**config.mk**
```make
export PLATFORM = sky130hd
export DESIGN_NAME = div_seq
export DESIGN_NICKNAME = d
export VERILOG_FILES = /design/src/rtl/div_seq.sv
export SDC_FILE = /design/constraint.sdc
export NUM_CORES = 1
export LEC_CHECK = 0
export CAP_MARGIN = 20
export CORE_MARGIN = 2
export CORE_UTILIZATION = 35
export CTS_BUF_LIST = sky130_fd_sc_hd__clkbuf_8
export DETAILED_ROUTE_END_ITERATION = 7
export PLACE_DENSITY = 0.51
export SETUP_SLACK_MARGIN = 0.05
export SLEW_MARGIN = 10
export SYNTH_ARGS = -nofsm -noshare
export SYNTH_HDL_FRONTEND = slang
export SYNTH_SLANG_ARGS = --single-unit
```
**constraint.sdc**
```tcl
create_clock -name clk -period 9.95 [get_ports clk]
set_input_delay 1.99 -clock clk [delete_from_list [all_inputs] [get_ports clk]]
set_output_delay 1.99 -clock clk [all_outputs]
set_load 0.005 [all_outputs]
```
**src/rtl/div_seq.sv**
```systemverilog
// Sequential radix-2 restoring divider for DIV/DIVU. It returns {remainder, quotient}.
// Optional macro DIV_ZERO_FAST_EN: when defined, a zero divisor completes one cycle after it is issued.
module div_seq #(
  parameter int WIDTH = 32,
  parameter int CNT_W = 6
) (
  input  logic               clk,
  input  logic               rst,
  input  logic               start_i,
  input  logic               signed_i,
  input  logic               annul_i,
  input  logic [WIDTH-1:0]   opa_i,
  input  logic [WIDTH-1:0]   opb_i,
  output logic               stall_o,
  output logic               valid_o,
  output logic [2*WIDTH-1:0] result_o
);

  typedef enum logic [2:0] {IDLE, PREP, ITER, FIX, DONE} state_t;

  state_t             state_reg, state_next;
  logic               accept;
  logic [CNT_W-1:0]   cnt_reg;
  logic [WIDTH-1:0]   dvd_reg, dvs_reg, opa_reg, rem_reg, quo_reg;
  logic               neg_q_reg, neg_r_reg, dzero_reg;
  logic [2*WIDTH-1:0] result_reg;
  logic [WIDTH:0]     rem_sh, trial;
  logic [WIDTH-1:0]   quo_fix, rem_fix;

  always_ff @(posedge clk) begin
    if (rst) state_reg <= IDLE;
    else     state_reg <= state_next;
  end

  always_comb begin
    state_next = state_reg;
    stall_o    = 1'b0;
    valid_o    = 1'b0;
    accept     = 1'b0;
    case (state_reg)
      IDLE: begin
        if (start_i && !annul_i) begin
          accept  = 1'b1;
          stall_o = 1'b1;
`ifdef DIV_ZERO_FAST_EN
          state_next = (opb_i == '0) ? DONE : PREP;
`else
          state_next = PREP;
`endif
        end
      end
      PREP: begin
        stall_o    = 1'b1;
        state_next = ITER;
      end
      ITER: begin
        stall_o = 1'b1;
        if (cnt_reg == CNT_W'(1)) state_next = FIX;
      end
      FIX: begin
        stall_o    = 1'b1;
        state_next = DONE;
      end
      DONE: begin
        valid_o    = 1'b1;
        state_next = IDLE;
      end
      default: state_next = IDLE;
    endcase
    if (annul_i) state_next = IDLE;
  end

  // The shifted remainder needs one extra bit; the trial difference's top bit is its sign.
  assign rem_sh  = {rem_reg, quo_reg[WIDTH-1]};
  assign trial   = rem_sh - {1'b0, dvs_reg};
  assign quo_fix = neg_q_reg ? -quo_reg : quo_reg;
  assign rem_fix = neg_r_reg ? -rem_reg : rem_reg;

  always_ff @(posedge clk) begin
    if (rst) begin
      cnt_reg    <= '0;
      dvd_reg    <= '0;
      dvs_reg    <= '0;
      opa_reg    <= '0;
      rem_reg    <= '0;
      quo_reg    <= '0;
      neg_q_reg  <= 1'b0;
      neg_r_reg  <= 1'b0;
      dzero_reg  <= 1'b0;
      result_reg <= '0;
    end else begin
      case (state_reg)
        IDLE: begin
          if (accept) begin
            opa_reg   <= opa_i;
            dzero_reg <= (opb_i == '0);
            neg_r_reg <= signed_i & opa_i[WIDTH-1];
            neg_q_reg <= signed_i & (opa_i[WIDTH-1] ^ opb_i[WIDTH-1]);
            dvd_reg   <= (signed_i && opa_i[WIDTH-1]) ? -opa_i : opa_i;
            dvs_reg   <= (signed_i && opb_i[WIDTH-1]) ? -opb_i : opb_i;
`ifdef DIV_ZERO_FAST_EN
            if (opb_i == '0) result_reg <= {opa_i, {WIDTH{1'b1}}};
`endif
          end
        end
        PREP: begin
          rem_reg <= '0;
          quo_reg <= dvd_reg;
          cnt_reg <= CNT_W'(WIDTH);
        end
        ITER: begin
          if (!trial[WIDTH]) begin
            rem_reg <= trial[WIDTH-1:0];
            quo_reg <= {quo_reg[WIDTH-2:0], 1'b1};
          end else begin
            rem_reg <= rem_sh[WIDTH-1:0];
            quo_reg <= {quo_reg[WIDTH-2:0], 1'b0};
          end
          cnt_reg <= cnt_reg - CNT_W'(1);
        end
        FIX: begin
          // An annul here returns to IDLE, so the previous result must survive.
          if (!annul_i) begin
            if (dzero_reg) result_reg <= {opa_reg, {WIDTH{1'b1}}};
            else           result_reg <= {rem_fix, quo_fix};
          end
        end
        default: ;
      endcase
    end
  end

  assign result_o = result_reg;

endmodule
```
==> results of run 1 <==
## path summary, 6_finish.rpt
kind | end | slack, ps | cells past startpoint
worst max-delay path | stall_o | 4690 | 5
worst min-delay path | result_o[45] | 450 | 2
worst max register to register | rem_reg[31] | 5690 | 13
worst min register to register | result_o[45] | 450 | 2
## layer usage
layer / routed length (um) / GRT usage (%) / share of wire [%]
met5: 0 / 0 / 0
met2: 17900 / 33.0 / 45
met1: 18500 / 27.3 / 47
met3: 1850 / 3.54 / 4.7
met4: 1190 / 7.10 / 3.0
## power groups by stage
stage / registers, W / logic [W] / clock network (W)
after floorplan: 0.00102 / 0.000225 / 0
after detailed placement: 0.00103 / 0.000322 / 0
after global routing: 0.00101 / 0.000360 / 0.00102
after global placement: 0.00103 / 0.000322 / 0
final: 0.00101 / 0.000322 / 0.000947
after CTS: 0.00101 / 0.000324 / 0.000974
## tightest hold or removal path, stage by stage (launching register included)
cell	delay, ps
dfxtp_1	310
nand2_1	50
a21oi_1	50
## cells by family (layout without fill, tap and decap cells)
family | Yosys count | count (layout)
AOI/OAI and AO/OA | 462 | 462
xor gates and xnor gates | 150 | 150
adders and majority gates | 39 | 39
buffers and inverters | 157 | 279
DFF | 235 | 235
muxes | 29 | 29
and+or+nand+nor | 588 | 588
## synth_stat cells, types with 29 or more instances
library cell / number / area share (%)
xnor2_1: 71 / 4.8
mux2i_1: 29 / 2.2
xor2_1: 78 / 5.3
nor3_1: 50 / 1.9
o21ai_0: 92 / 3.6
ha_1: 38 / 3.7
dfxtp_1: 235 / 36
nand2_1: 242 / 7.0
clkbuf_1: 94 / 2.7
o22ai_1: 54 / 2.6
a211oi_1: 62 / 3.6
a21oi_1: 129 / 5.0
nor2_1: 186 / 5.4
inv_1: 54 / 1.6
## final cells by class
cell class	count	share of cell area, %
tap	468	3.78
clock inverter	19	0.671
sequential	235	30.4
clock buffer	56	4.98
timing repair buffer	150	9.45
inverter	54	1.31
multi-input combinational	1268	49.4
## per-stage QoR
step | power (W) | cell area (um2)
2_1_floorplan | 0.00124 | 12900
3_3_place_gp | 0.00135 | 14600
3_5_place_dp | 0.00135 | 14600
4_1_cts | 0.00231 | 15500
5_1_grt | 0.00239 | 15500
6_report | 0.00228 | 15500
==> impl_metrics.tcl, run 1 <==
set metrics [dict create \
    outcome "finished, final reports clean" \
    critical_path_class "in -> out" \
    crit_top_cell "clkdlybuf4s50_1" \
    ant_nets 0 \
    endpoint_kind "output pin" \
    internal_power_w 0.00164 \
    min_from "result_o[45]" \
    utilization_pct 42.4 \
    power_frac_comb_pct 14.1 \
    hold_buffers 0 \
    cp_max_fo 4 \
    synth-compound-area-share_pct 22.6 \
    cp_num_buf_inv 3 \
    largest_reg_flops 64 \
    postSynthAreaPerCell_um2 7.78 \
    netlist_instances 1660 \
    dp_hpwl_um 29000 \
    grt_overflow 0 \
    ir_drop_mv 0.0599 \
    syn_nets 1768 \
    finalSetupViolCount 0 \
    tns_ps 0 \
    layout_setup_ws_ps 4690 \
    drtIter0Drc 617 \
    clock-skew-final_ps 17.5 \
    leakage_nw 5.83 \
    cts-resized-gates 0 \
    synth_area_um2 12900 \
    rsz0062_at_grt "false" \
    antenna_found_initial 0 \
    p_seq_share_pct 44.3 \
    drt-total-wl_um 39500 \
    cts_tree "done" \
    timing.final.crit_period_ps 5260 \
    fin_crit_sh_pct 52.9 \
    viasPerCell 5.29 \
    post_drt_wl_per_cell_um 17.5 \
    synthXorXnorAreaFrac_pct 10.2 \
    arrival_ps 3270 \
    max_freq_mhz 190 \
    r2r_start "quo_reg[31]" \
    worst_slew_pin_slew_ps 986 \
    dieWidth_um 196 \
    async_reset_ff_share_pct 0 \
    synth_mux_area_share_pct 2.25 \
    grt_max_degree 86 \
    ys_seq_area_share_pct 36.4 \
    grt_usage_pct 20.4 \
    dp_cells 2175 \
    cts_buffers 43 \
    ctsRootBufferMaster "clkbuf_8" \
    gp_congestion 0.886 \
    synth_warnings 0 \
    fin_nets 1860 \
    core-area_um2 36500 \
    p_per_area_nw_per_um2 147 \
    rows 70 \
    max_stage_delay_ps 510 \
    hold_path.class "reg -> reg" \
    path_delay_family "buffers and inverters" \
    initial_core_util_pct 35.4 \
    p_switching_w 0.000637 \
    synth_seq_cells 235 \
    vias 11904 \
    pre_cts_slack_ps 4690 \
    critPathLaunch "annul_i" \
    drive_gt1_share_pct 5.56 \
    die_h_um 196 \
    final_max_slew_viol_count 0 \
    ys_types 65 \
    start_kind "input port" \
    relSlewSlack_pct 34.3 \
    layout_common_cells "242 x nand2_1, 235 x dfxtp_1, 185 x nor2_1, 133 x clkdlybuf4s50_1, 128 x a21oi_1" \
    grt_pass1_wl_um 62500 \
    drcViolationCount 0 \
    whs_ps 453 \
    finalHoldViolations 0 \
    layout_commonest_cell "nand2_1" \
    stdcell_count 2250 \
    areaGrowthSynthToFinish_pct 19.8 \
    multi_input_area_um2 7650 \
    clock_path_buffers 3 \
    synth_fa_ha_area_share_pct 3.83 \
    synth_ff_type "dfxtp_1" \
    cts.sinks 235 \
    clkPwrFrac_pct 41.6 \
    synth_edf_count 0 \
    grt_pass1_vias 11265 \
    top_level_ports 135 \
    io_buffers 134 \
    worstPathRequired_ps 7960 \
    synth_top_family_by_area "compound AO/OA/AOI/OAI gates" \
    fillers 3779 \
    cp_slowest_cell "clkdlybuf4s50_1" \
    clk_latency_ps 570 \
    path_cells "clkdlybuf4s50_1 > inv_1 > nand2_1 > a21oi_1 > clkdlybuf4s50_1" \
    htreeDepth 2 \
    maxCapViolCount 0 \
    dieArea_um2 38500 \
    synth-simple-area-share_pct 20.1 \
    regArea_um2 4700 \
    n_antenna_cell 0 \
    switching_share_pct 28.0 \
    cts_setup_buffers 0 \
    clkTransAtPathRegs_ps 60 \
    first_pass_iters 5 \
]
(Power assumes the default switching activity.)
==> inputs of run 2 (changes only) <==
Clock period 9.95 ns to 5.5 ns, I/O delays scaled along.
==> run 2 against run 1 <==
Core utilization about the same; critical path depth increased by 8; via count decreased by 0.54%; clock skew up 7.2 ps; setup slack got worse by 3300 ps; die area is the same; flip-flop and latch count stayed put.
==> impl_metrics.tcl, run 2 (synthesis gave the netlist of run 1 again) <==
set metrics [dict create \
    outcome "finished, final reports clean" \
    fillers 3770 \
    drt-total-wl_um 38900 \
    final_max_slew_viol_count 0 \
    rows 70 \
    whs_ps 452 \
    first_pass_iters 5 \
    post_drt_wl_per_cell_um 17.3 \
    switching_share_pct 28.1 \
    maxCapViolCount 0 \
    fin_nets 1858 \
    finalSetupViolCount 0 \
    tns_ps 0 \
    max_freq_mhz 244 \
    relSlewSlack_pct 31.8 \
    areaGrowthSynthToFinish_pct 19.8 \
    dp_hpwl_um 28700 \
    finalHoldViolations 0 \
    ctsRootBufferMaster "clkbuf_8" \
    grt_pass1_wl_um 62400 \
    clkTransAtPathRegs_ps 60 \
    p_per_area_nw_per_um2 264 \
    rsz0062_at_grt "false" \
    internal_power_w 0.00294 \
    p_switching_w 0.00115 \
    clock-skew-final_ps 24.7 \
    leakage_nw 5.84 \
    vias 11840 \
    core-area_um2 36500 \
    power_w 0.00408 \
    antenna_found_initial 0 \
    ant_nets 0 \
    layout_common_cells "242 x nand2_1, 235 x dfxtp_1, 185 x nor2_1, 133 x clkdlybuf4s50_1, 128 x a21oi_1" \
    dpl_cell_area_um2 14600 \
    die_h_um 196 \
    endpoint_kind "flip-flop" \
    power_frac_comb_pct 14.4 \
    io_buffers 134 \
    dieArea_um2 38500 \
    gp_congestion 0.855 \
    cts_buffers 43 \
    cts.sinks 235 \
    dp_cells 2173 \
    stdcell_count 2250 \
    clk_latency_ps 590 \
    grt_pass1_vias 11299 \
    largest_reg_flops 64 \
    cts_setup_buffers 0 \
    clkPwrFrac_pct 41.0 \
    regArea_um2 4700 \
    worstPathRequired_ps 5930 \
    hold_path.class "reg -> reg" \
    cp_max_fo 35 \
    top_level_ports 135 \
    dieWidth_um 196 \
    viasPerCell 5.26 \
    layout_commonest_cell "nand2_1" \
    drive_gt1_share_pct 5.22 \
    start_kind "flip-flop" \
    clock_path_buffers 3 \
    worst_slew_pin_slew_ps 1020 \
    fin_crit_sh_pct 74.7 \
    grt_overflow 0 \
    cts_tree "done" \
    multi_input_area_um2 7650 \
    p_seq_share_pct 44.6 \
    initial_core_util_pct 35.4 \
    critical_path_class "reg -> reg" \
    htreeDepth 2 \
    drcViolationCount 0 \
    cts-resized-gates 0 \
    final_area_um2 15500 \
    n_antenna_cell 0 \
    timing.final.crit_period_ps 4110 \
    arrival_ps 4540 \
    grt_usage_pct 20.3 \
    drtIter0Drc 666 \
    hold_buffers 0 \
    ir_drop_mv 0.130 \
    grt_max_degree 144 \
]
[run 2: cell types whose count changed in the layout (fill, tap and decap cells not counted)]
| cell | previous run | this run |
|---|---|---|
| buf_12 | 0 | 1 |
| clkinv_2 | 2 | 1 |
| inv_1 | 69 | 75 |
| buf_4 | 16 | 12 |
| bufinv_16 | 1 | 2 |
| inv_6 | 0 | 1 |
| clkinvlp_4 | 1 | 2 |
| clkbuf_8 | 56 | 50 |
| buf_16 | 0 | 1 |
[run 2: metrics by stage]
step                      worst slack, ps  utilization [%]
after floorplan                      1830                -
after global placement               1230             40.0
after detailed placement             1220             40.0
after CTS                            1390             42.4
after global routing                 1010             42.4
final                                1390             42.4
[run 2: layout make-up]
cell class                      count  area share [%]
Clock buffer                       50            4.45
Clock inverter                     27            1.08
Inverter                           54            1.31
Multi-Input combinational cell   1268            49.4
Sequential cell                   235            30.4
Tap cell                          468            3.78
Timing Repair Buffer              148            9.56
[run 2: critical path, cell delays in order (launching register included)]
cell and delay, ps:
dfxtp_1 300, inv_1 240, ha_1 250, fa_1 210, nor2b_1 70, o31a_1 260, o21ai_0 540, o21ai_0 450
a21bo_2 330, a21oi_1 330, xnor2_4 150, buf_4 460, mux2i_1 250, o21ai_0 90
[run 2: power groups by stage]
stage               Clock [W]  Combinational [W]  Sequential (W)
detailed placement          0           0.000589         0.00186
global placement            0           0.000584         0.00186
floorplan                   0           0.000408         0.00184
CTS                   0.00173           0.000592         0.00182
global route          0.00180           0.000659         0.00183
finish                0.00168           0.000588         0.00182
[run 2: final timing paths]
kind / from / endpoint / cells after the start / slack, ps
setup / recovery: quo_reg[31] / rem_reg[5] / 13 / 1390
hold / removal: result_o[56] / result_o[56] / 2 / 450
setup reg to reg: quo_reg[31] / rem_reg[5] / 13 / 1390
hold reg to reg: result_o[56] / result_o[56] / 2 / 450
[run 2: routing by layer]
| metal | vias up | share of wire (%) | GRT usage [%] |
|---|---|---|---|
| li1 | 6074 | - | - |
| met1 | 5466 | 47 | 27.0 |
| met2 | 245 | 46 | 33.4 |
| met3 | 55 | 4.5 | 3.39 |
| met4 | 0 | 2.3 | 6.65 |
| met5 | - | 0 | 0 |
==> inputs of run 3 (changes only) <==
Settings changed: PLACE_DENSITY 0.51 to 0.53.
Clock period 5.5 ns to 3.53 ns, I/O delays scaled along.
==> run 3 against run 2 <==
Sequential power is 56% higher; final cell count is 2.6% higher; hold slack worse by 1.8 ps; clock-buffer cell count is 3 higher; power is 54% higher; clock power is 49% higher; die area stayed put; clock skew is 4.0 ps higher; via count is 3.0% higher; critical path type unchanged; critical endpoint is now rem_reg[29]; highest routed layer unchanged.
==> impl_metrics.tcl, run 3 (synthesis gave the netlist of run 1 again) <==
set metrics [dict create \
    clock-skew-final_ps 28.7 \
    cp_slowest_cell "fa_1" \
    htreeDepth 2 \
    post_drt_wl_per_cell_um 17.5 \
    grt_pass1_vias 11728 \
    cp_num_buf_inv 4 \
    dp_hpwl_um 30100 \
    io_buffers 134 \
    fin_nets 1918 \
    cts_buffers 43 \
    drive_gt1_share_pct 8.48 \
    wl_met3_um 1600 \
    endpoint_kind "flip-flop" \
    p_per_area_nw_per_um2 396 \
    hold_path.class "reg -> reg" \
    clock_path_buffers 3 \
    path_delay_family "compound AO/OA/AOI/OAI gates" \
    fin_crit_sh_pct 91.1 \
    final_max_slew_viol_count 0 \
    drtIter0Drc 803 \
    cts.sinks 235 \
    start_kind "flip-flop" \
    layout_commonest_cell "nand2_1" \
    max_stage_delay_ps 410 \
    worstPathRequired_ps 4010 \
    grt_max_degree 91 \
    met1_length_um 19100 \
    dieWidth_um 196 \
    core-area_um2 36500 \
    gp_congestion 0.854 \
    highest_layer "met4" \
    holdPathStages 2 \
    initial_core_util_pct 35.4 \
    viasPerCell 5.29 \
    utilization_pct 43.6 \
    drt-total-wl_um 40500 \
    first_pass_iters 5 \
    clk_latency_ps 570 \
    hold_buffers 0 \
    fillers 3679 \
    layout_setup_ws_ps 313 \
    r2r_cells 15 \
    maxCapViolCount 0 \
    worst_slew_pin_slew_ps 983 \
    timing.final.crit_period_ps 3220 \
    wl_met2_um 18400 \
    vias 12198 \
    ant_nets 0 \
    n_antenna_cell 0 \
    grt_pass1_wl_um 64800 \
    largest_reg_flops 64 \
    arrival_ps 3690 \
    grt_overflow 0 \
    relSlewSlack_pct 34.5 \
    dieArea_um2 38500 \
    ir_drop_mv 0.200 \
    outcome "finished, final reports clean" \
    finalHoldViolations 0 \
    crit_cells 15 \
    cp_max_fo 23 \
    critical_path_class "reg -> reg" \
    grt_usage_pct 21.1 \
    max_freq_mhz 311 \
    areaGrowthSynthToFinish_pct 23.2 \
    rows 70 \
    drcViolationCount 0 \
    leakage_nw 6.11 \
    tns_ps 0 \
    layout_common_cells "242 x nand2_1, 235 x dfxtp_1, 185 x nor2_1, 133 x clkdlybuf4s50_1, 128 x a21oi_1" \
    finalSetupViolCount 0 \
    pre_cts_slack_ps -273 \
    cts_tree "done" \
    path_cells "inv_1 > ha_1 > fa_1 > nor2b_1 > o31a_1 > o21ai_0 > buf_4 > o21ai_0 > a21bo_2 > a21oi_1 > buf_4 > xnor2_4 > buf_12 > nand2_1 > o21ai_0" \
    clkTransAtPathRegs_ps 60 \
    die_h_um 196 \
    antenna_found_initial 0 \
    ctsRootBufferMaster "clkbuf_8" \
    top_level_ports 135 \
    crit_top_cell "o21ai_0" \
    rsz0062_at_grt "false" \
]
## run 3: per-stage QoR
| step | hold slack, ps | cells | instance area [um2] | total power (W) |
|---|---|---|---|---|
| floorplan | 432 | 1660 | 12900 | 0.00350 |
| global placement | 443 | 2233 | 15100 | 0.00384 |
| detailed placement | 447 | 2233 | 15100 | 0.00385 |
| CTS | 455 | 2308 | 15900 | 0.00640 |
| global route | 473 | 2308 | 15900 | 0.00662 |
| finish | 450 | 2308 | 15900 | 0.00631 |
## run 3: worst reg2reg max path: cells and delay by family (launching register included)
kind	cells	cell delay, ps
buffers and inverters	4	600
and+or+nand+nor	2	340
adders and majority gates	2	630
AOI/OAI and AO/OA	6	1060
xor gates and xnor gates	1	180
DFF	1	310
## run 3: layout make-up
| cell class | count | area (um2) | area share (%) |
|---|---|---|---|
| sequential | 235 | 4700 | 29.6 |
| clock buffer | 53 | 729 | 4.58 |
| tap | 468 | 586 | 3.68 |
| clock inverter | 22 | 92.6 | 0.582 |
| timing repair buffer | 208 | 1950 | 12.3 |
| inverter | 54 | 203 | 1.27 |
| multi-input combinational | 1268 | 7650 | 48.1 |
## run 3: path summary, 6_finish.rpt
path	end	start	slack [ps]
hold / removal	result_o[38]	result_o[38]	450
hold reg to reg	result_o[38]	result_o[38]	450
setup reg to reg	rem_reg[29]	quo_reg[31]	310
setup / recovery	rem_reg[29]	quo_reg[31]	310
## run 3: what timing repair did
| action | 4_1_cts | 5_1_grt |
|---|---|---|
| setup endpoints to repair | 0 | 1 |
| resized for setup | 0 | 1 |
| buffers inserted | 0 | 0 |
## run 3: power breakdown
group          internal [W]  total [W]  switching [W]
Combinational      0.000415   0.000959       0.000544
Clock               0.00135    0.00251        0.00117
Sequential          0.00275    0.00284      0.0000841
Total               0.00451    0.00631        0.00180
## run 3: metal layers
layer	vias up	track usage (%)
li1	6184	-
met1	5695	28.4
met2	254	34.1
met3	65	3.27
met4	0	7.60
met5	-	0
